`config.mk`:
```
export PLATFORM = sky130hd
export DESIGN_NAME = seq_stage_controller
export DESIGN_NICKNAME = d
export VERILOG_FILES = /design/src/rtl/seq_stage_controller.sv
export SDC_FILE = /design/constraint.sdc
export NUM_CORES = 1
export LEC_CHECK = 0
export CAP_MARGIN = 20
export CORE_MARGIN = 5
export CORE_UTILIZATION = 26
export DETAILED_ROUTE_END_ITERATION = 10
export DONT_BUFFER_PORTS = 1
export SLEW_MARGIN = 30
export SYNTH_ARGS = -nofsm -noshare
export SYNTH_HDL_FRONTEND = slang
export SYNTH_SLANG_ARGS = --single-unit
```
`constraint.sdc`:
```
create_clock -name clk -period 2.2 [get_ports clk]
set_input_delay 0.33 -clock clk [delete_from_list [all_inputs] [get_ports clk]]
set_output_delay 0.33 -clock clk [all_outputs]
set_load 0.005 [all_outputs]
```
`src/rtl/seq_stage_controller.sv`:
```
// Y86-64 SEQ multi-cycle sequencer: steps one instruction per pass
// F/D/E/M/W/PCUPD. Optional perf counters under SEQ_PERF_CNT_EN.
module seq_stage_controller #(
  parameter logic [63:0] RESET_PC     = 64'd0,
  parameter int unsigned MEM_WAIT_MAX = 8
) (
  input  logic        clk,
  input  logic        rst_n,
  input  logic        start,
  input  logic        mem_ready,
  input  logic        dmem_error,
  input  logic [3:0]  Ins_Code,
  input  logic        Cnd,
  input  logic [63:0] Val_C,
  input  logic [63:0] Val_P,
  input  logic [63:0] Val_M,
  input  logic        mem_invalid_check,
  input  logic        instruction_invalid_check,
  input  logic        func_invalid_check,
  output logic [63:0] PC_adress,
  output logic        fetch_en,
  output logic        decode_en,
  output logic        execute_en,
  output logic        memory_en,
  output logic        writeback_en,
  output logic        pc_update_en,
  output logic [1:0]  Stat,
`ifdef SEQ_PERF_CNT_EN
  output logic [31:0] cycle_count,
  output logic [31:0] instr_count,
`endif
  output logic        halted
);

  typedef enum logic [2:0] {
    S_IDLE,
    S_FETCH,
    S_DECODE,
    S_EXECUTE,
    S_MEMORY,
    S_WRITEBACK,
    S_PCUPD,
    S_HALT
  } state_t;

  localparam logic [1:0] ST_AOK = 2'd0;
  localparam logic [1:0] ST_HLT = 2'd1;
  localparam logic [1:0] ST_ADR = 2'd2;
  localparam logic [1:0] ST_INS = 2'd3;

  localparam logic [5:0] EN_F = 6'b000001;
  localparam logic [5:0] EN_D = 6'b000010;
  localparam logic [5:0] EN_E = 6'b000100;
  localparam logic [5:0] EN_M = 6'b001000;
  localparam logic [5:0] EN_W = 6'b010000;
  localparam logic [5:0] EN_P = 6'b100000;

  localparam logic [7:0] WAIT_LAST =
    8'(MEM_WAIT_MAX - 1);

  state_t      state;
  logic [5:0]  en;
  logic [7:0]  wait_cnt;
  logic [63:0] next_pc;

  assign fetch_en     = en[0];
  assign decode_en    = en[1];
  assign execute_en   = en[2];
  assign memory_en    = en[3];
  assign writeback_en = en[4];
  assign pc_update_en = en[5];

  // Next-PC select for the PC-update stage
  always_comb begin
    next_pc = Val_P;
    unique case (1'b1)
      (Ins_Code == 4'h7) && Cnd: next_pc = Val_C;
      (Ins_Code == 4'h8):        next_pc = Val_C;
      (Ins_Code == 4'h9):        next_pc = Val_M;
      default:                   next_pc = Val_P;
    endcase
  end

  // Stage sequencer with registered enables, PC and status
  always_ff @(posedge clk or negedge rst_n) begin
    if (!rst_n) begin
      state     <= S_IDLE;
      PC_adress <= RESET_PC;
      Stat      <= ST_AOK;
      halted    <= 1'b0;
      en        <= '0;
      wait_cnt  <= '0;
    end else begin
      en <= '0;
      unique case (state)
        S_IDLE: begin
          if (start) begin
            state <= S_FETCH;
            en    <= EN_F;
          end
        end
        S_FETCH: begin
          if (mem_invalid_check) begin
            state  <= S_HALT;
            Stat   <= ST_ADR;
            halted <= 1'b1;
          end else if (instruction_invalid_check ||
                       func_invalid_check) begin
            state  <= S_HALT;
            Stat   <= ST_INS;
            halted <= 1'b1;
          end else if (Ins_Code == 4'h0) begin
            state  <= S_HALT;
            Stat   <= ST_HLT;
            halted <= 1'b1;
          end else begin
            state <= S_DECODE;
            en    <= EN_D;
          end
        end
        S_DECODE: begin
          state <= S_EXECUTE;
          en    <= EN_E;
        end
        S_EXECUTE: begin
          state    <= S_MEMORY;
          en       <= EN_M;
          wait_cnt <= '0;
        end
        S_MEMORY: begin
          if (mem_ready) begin
            if (dmem_error) begin
              state  <= S_HALT;
              Stat   <= ST_ADR;
              halted <= 1'b1;
            end else begin
              state <= S_WRITEBACK;
              en    <= EN_W;
            end
          end else if (wait_cnt == WAIT_LAST) begin
            state  <= S_HALT;
            Stat   <= ST_ADR;
            halted <= 1'b1;
          end else begin
            wait_cnt <= wait_cnt + 8'd1;
            en       <= EN_M;
          end
        end
        S_WRITEBACK: begin
          state <= S_PCUPD;
          en    <= EN_P;
        end
        S_PCUPD: begin
          PC_adress <= next_pc;
          state     <= S_FETCH;
          en        <= EN_F;
        end
        S_HALT: begin
          halted <= 1'b1;
        end
        default: begin
          state <= S_IDLE;
        end
      endcase
    end
  end

`ifdef SEQ_PERF_CNT_EN
  // Saturating busy-cycle and retired-instruction counters
  always_ff @(posedge clk or negedge rst_n) begin
    if (!rst_n) begin
      cycle_count <= '0;
      instr_count <= '0;
    end else begin
      if (state != S_IDLE && state != S_HALT &&
          cycle_count != 32'hFFFF_FFFF)
        cycle_count <= cycle_count + 32'd1;
      if (state == S_PCUPD &&
          instr_count != 32'hFFFF_FFFF)
        instr_count <= instr_count + 32'd1;
    end
  end
`else
  // No performance counters in this build
`endif

endmodule

```
* Word level (Yosys, flattened, before mapping) *
Index checks and enable logic that the tools add are counted.

cells by class
  $add $sub $neg = 1
  reduce and logical (&&, ||, !) cells = 13
  mux-type cells = 34
  eq/ne operators = 17

operators with widths
  operator                                        count
  case mux 64 bit (2 select lines)                1
  case mux 6 bit (7 select lines)                 1
  case mux 3 bit (7 select lines)                 1
  two-way mux 2 bit                               10
  two-way mux 3 bit                               6
  two-way mux 8 bit                               2
  case mux 8 bit (2 select lines)                 1
  == test 3 bit (second input constant)           4
  adder 8 x 1 -> 8 bit (second input constant)    1
  == test 4 bit (second input constant)           2
  == test 8 x 3 -> 1 bit (second input constant)  1
  AND reduction 4 bit                             2
  two-way mux 1 bit                               7
  nonzero test 7 bit                              1
  == test 3 x 2 -> 1 bit (second input constant)  2
  two-way mux 6 bit                               1
  inequality test 2 bit (second input constant)   3
  inequality test 3 bit (second input constant)   2
  AND reduction 3 bit                             2
  two-way mux 5 bit                               1
  == test 4 x 3 -> 1 bit (second input constant)  1
  zero test 4 bit                                 1
  two-way mux 4 bit                               1
  inequality test 4 bit (second input constant)   1
  other kinds (9)                                 10

storage, ports and cells
  register bits after elaboration = 84
  output and inout bits = 73
  input port bits = 205
  logic and storage cells = 71

* Depth between registers and ports, before layout *
  word-level depth = 5
  gate-level depth with buffers = 7
  depth with buffers taken out = 5

* Least setup slack after synthesis *
No wires, ideal clock.

  kind = register -> register
  start point = register state[1]
  end point = register state[1]
  path buffers = 1
  path slack = 0.607 ns
  clock period less this slack = 1.593 ns
  data required time = 2.079 ns
  library setup time = 0.121 ns
  data arrival time = 1.472 ns
  cell stages (with the launch flop) = 5
  cell sequence = dfrtp_1 > or4b_4 > a21o_4 > buf_6 > a22o_1

on the way
  word-level cells in the longest chain between the ends = 3
  elaborated cells between the ends (all ways) = 12
  classes of those cells = eq/ne: 8; mux: 1; reduce/logical: 3

ends and longest elaborated chain
  what                                                  RTL line  source
  from (decl)                                           61        state_t state;
  from (signal assigned)                                87        state <= S_IDLE;
  from (signal assigned)                                98        state <= S_FETCH;
  from (signal assigned)                                104       state <= S_HALT;
  == test 3 bit (tied with other cells)                 95        unique case (state)
  nonzero test 7 bit (no line) (tied with other cells)  --
  AND reduction 3 bit (no line)                         --

Parallel ways exist; a longest one is shown, timed or not.
A chain may end at the register's enable or synchronous reset.

* Worst setup path in the final report *
  start point = register state[1]
  end point = register PC_adress[48]

on the way
  word-level cells in the longest chain between the ends = 1

ends and longest elaborated chain
  what                  RTL line  source
  == test 3 bit         95
  to (signal assigned)  154       PC_adress <= next_pc;
  to (decl)             20        output logic [63:0] PC_adress,

No other way between the ends.

==> flow_summary.toml <==
[global_routing]
antenna_found_initial = 0
grt_max_degree = 85
grt_usage = 0.129
grt_pass1_wl_um = 20600
grt_pass1_vias = 3784
grt_remaining_overflow = 0

[floorplan]
start_util = 0.264
die_y_um = 142
coreArea_mm2 = 0.0172
ios = 278
dieArea_mm2 = 0.0203
rows = 48
fp.dieW_um = 142

[synth]
syn_area_per_cell_um2 = 9.89
synth_cell_types = 46
synth_cells = 461
async_reset_ff_frac = 1.00
ys_seq_area_frac = 0.461
syn_area_mm2 = 0.00456
ys_warn_count = 0
synth_edf_count = 0
synth_flop_cell = "dfrtp_1"
syn_nets = 667
ys_seq_elements = 84

[setup_path]
critPathLaunch = "state[1]$_DFFE_PN0P_"
critical_path_class = "register to register"
r2r_end = "PC_adress[48]$_DFFE_PN0N_"
end_kind = "register"
worst_setup_path_start_kind = "register"
reg2reg_depth = 5
rr_startpoint = "state[1]$_DFFE_PN0P_"
regToRegSetupSlack_ns = 0.20
arrival_ns = 2.20
critical_path.max_fanout = 31
cp.required_ns = 2.40

[cts]
path_clk_slew_ns = 0.06
clock_latency_ns = 0.34
cts_buffers = 9
cts_tree = "built"
cts_max_path_buffers = 2
cts_max_level = 3
clock-sinks = 84
clockRootBuffer = "clkbuf_16"

[layout]
final_cell_mix = "84 x dfrtp_1, 73 x nand2_1, 70 x nor2_1"
drive_gt1_frac = 0.216
antennaDiodeCount = 0
postLayoutCellArea_mm2 = 0.00508
final_common_cell = "dfrtp_1"
nets = 651
syn_to_final_growth_pct = 11.5

[timing]
hold_viol = 84
worst_pin_slew_ns = 0.560
setup_viol = 0
final.period_utilization = 0.908
tns_ns = 0
fmax_ghz = 0.501
hold_slack_ns = -0.314
skew_ns = 0.00897
rsz0062_at_grt = "no"
slew-limit-headroom = 0.627
maxSlewViolCount = 0
finalCriticalPeriod_ns = 2.00

[pwr]
peakVddDrop_mv = 0.498
p_per_area_mw_per_mm2 = 1220
p_leak_nw = 1.85

[min_path]
hold_class = "input port to async pin"

[drt]
postRouteAntennaNets = 0
wl_per_cell_um = 20.4
num_vias = 3642
dr.pass1.iters = 4
drt_iter0_drc = 117
routed_wl_um = 13700
via_per_inst = 5.40
drc = 0

[placement]
portBuffers = 0
gp_congestion = 0.779
placed_area_mm2 = 0.00480
hpwl_um = 10400

[run_status]
violations = "negative hold slack"
outcome = "complete, but fails checks"

[run]
drv_cap = 0
## state kept, by name, summed over array words and instances, names as in the netlist
register	flops
halted	1
state	3
PC_adress	64
wait_cnt	8
en	6
Stat	2
## cell usage after synthesis, drive strengths merged (2+ instances only)
cell type,count,area share
dfrtp,84,0.46
nand2,73,0.060
a21oi,70,0.078
nor2,70,0.058
a221oi,64,0.21
buf,28,0.031
clkbuf,9,0.0074
inv,7,0.0058
nand3,6,0.0066
nor3,6,0.0077
o21ai,6,0.0066
o31ai,4,0.0099
a31oi,3,0.0041
and2,3,0.0041
o211ai,3,0.0049
or3,3,0.0041
a21boi,2,0.0033
a22o,2,0.0038
## metrics by stage
stage               cells  setup WS, ns  total power, mW  utilization
floorplan             461         0.607             4.20            -
global placement      659         0.294             4.68        0.278
detailed placement    659         0.209             4.79        0.278
CTS                   674         0.192             6.33        0.295
global route          674      0.000727             6.68        0.295
finish                674         0.202             6.21        0.295
## worst max path at each step
stage,to,slack (ns),depth (start not counted)
6_report,PC_adress[48]$_DFFE_PN0N_,0.20,5
5_1_grt,PC_adress[54]$_DFFE_PN0N_,0.0007,5
4_1_cts,PC_adress[48]$_DFFE_PN0N_,0.19,5
3_5_place_dp,PC_adress[48]$_DFFE_PN0N_,0.21,5
3_3_place_gp,PC_adress[48]$_DFFE_PN0N_,0.29,5
2_1_floorplan,state[1]$_DFFE_PN0P_,0.61,4
## critical path: stages (launching register included)
cell and delay (ns):
dfrtp_1 0.57, inv_2 0.16, or3_4 0.41, buf_4 0.28
a221oi_2 0.30, a21oi_1 0.11
## cell type report
| type | count | area [um^2] |
|---|---|---|
| clock buffers | 11 | 233 |
| fillers | 1786 | 12200 |
| multi-input cells | 333 | 2280 |
| repair buffers | 10 | 113 |
| clock inverters | 4 | 51.3 |
| well taps | 225 | 282 |
| flip-flops and latches | 84 | 2100 |
| inverters | 7 | 26.3 |
## routing by layer
layer | vias to the layer above | wire length (um) | global-route usage
li1 | 1672 | - | -
met1 | 1758 | 5100 | 0.142
met2 | 194 | 6860 | 0.225
met3 | 18 | 1470 | 0.0470
met4 | 0 | 320 | 0.0515
met5 | - | 0 | 0
## power breakdown
group          switching, mW  internal (mW)  leakage (nW)  total (mW)
clock                  0.599          0.874         0.136        1.47
combinational           1.11          0.751         0.748        1.86
sequential             0.642           2.23         0.963        2.87
total                   2.36           3.86          1.85        6.21
## timing repair
| item | in CTS | in global routing |
|---|---|---|
| setup endpoints to repair | 0 | 0 |
| setup buffers | 0 | 0 |
| gates resized for setup | 0 | 0 |
| endpoints found under the hold margin | 84 | 84 |
## cells by family after synthesis
logic type      count (synthesis)  synth area share
compound gates                160             0.330
flops                          84             0.461
fa+ha+maj                       1           0.00274
mux                             1           0.00220
simple gates                  171             0.159
buf+inv                        44            0.0445
No activity file was read; power rests on OpenSTA's default activity.
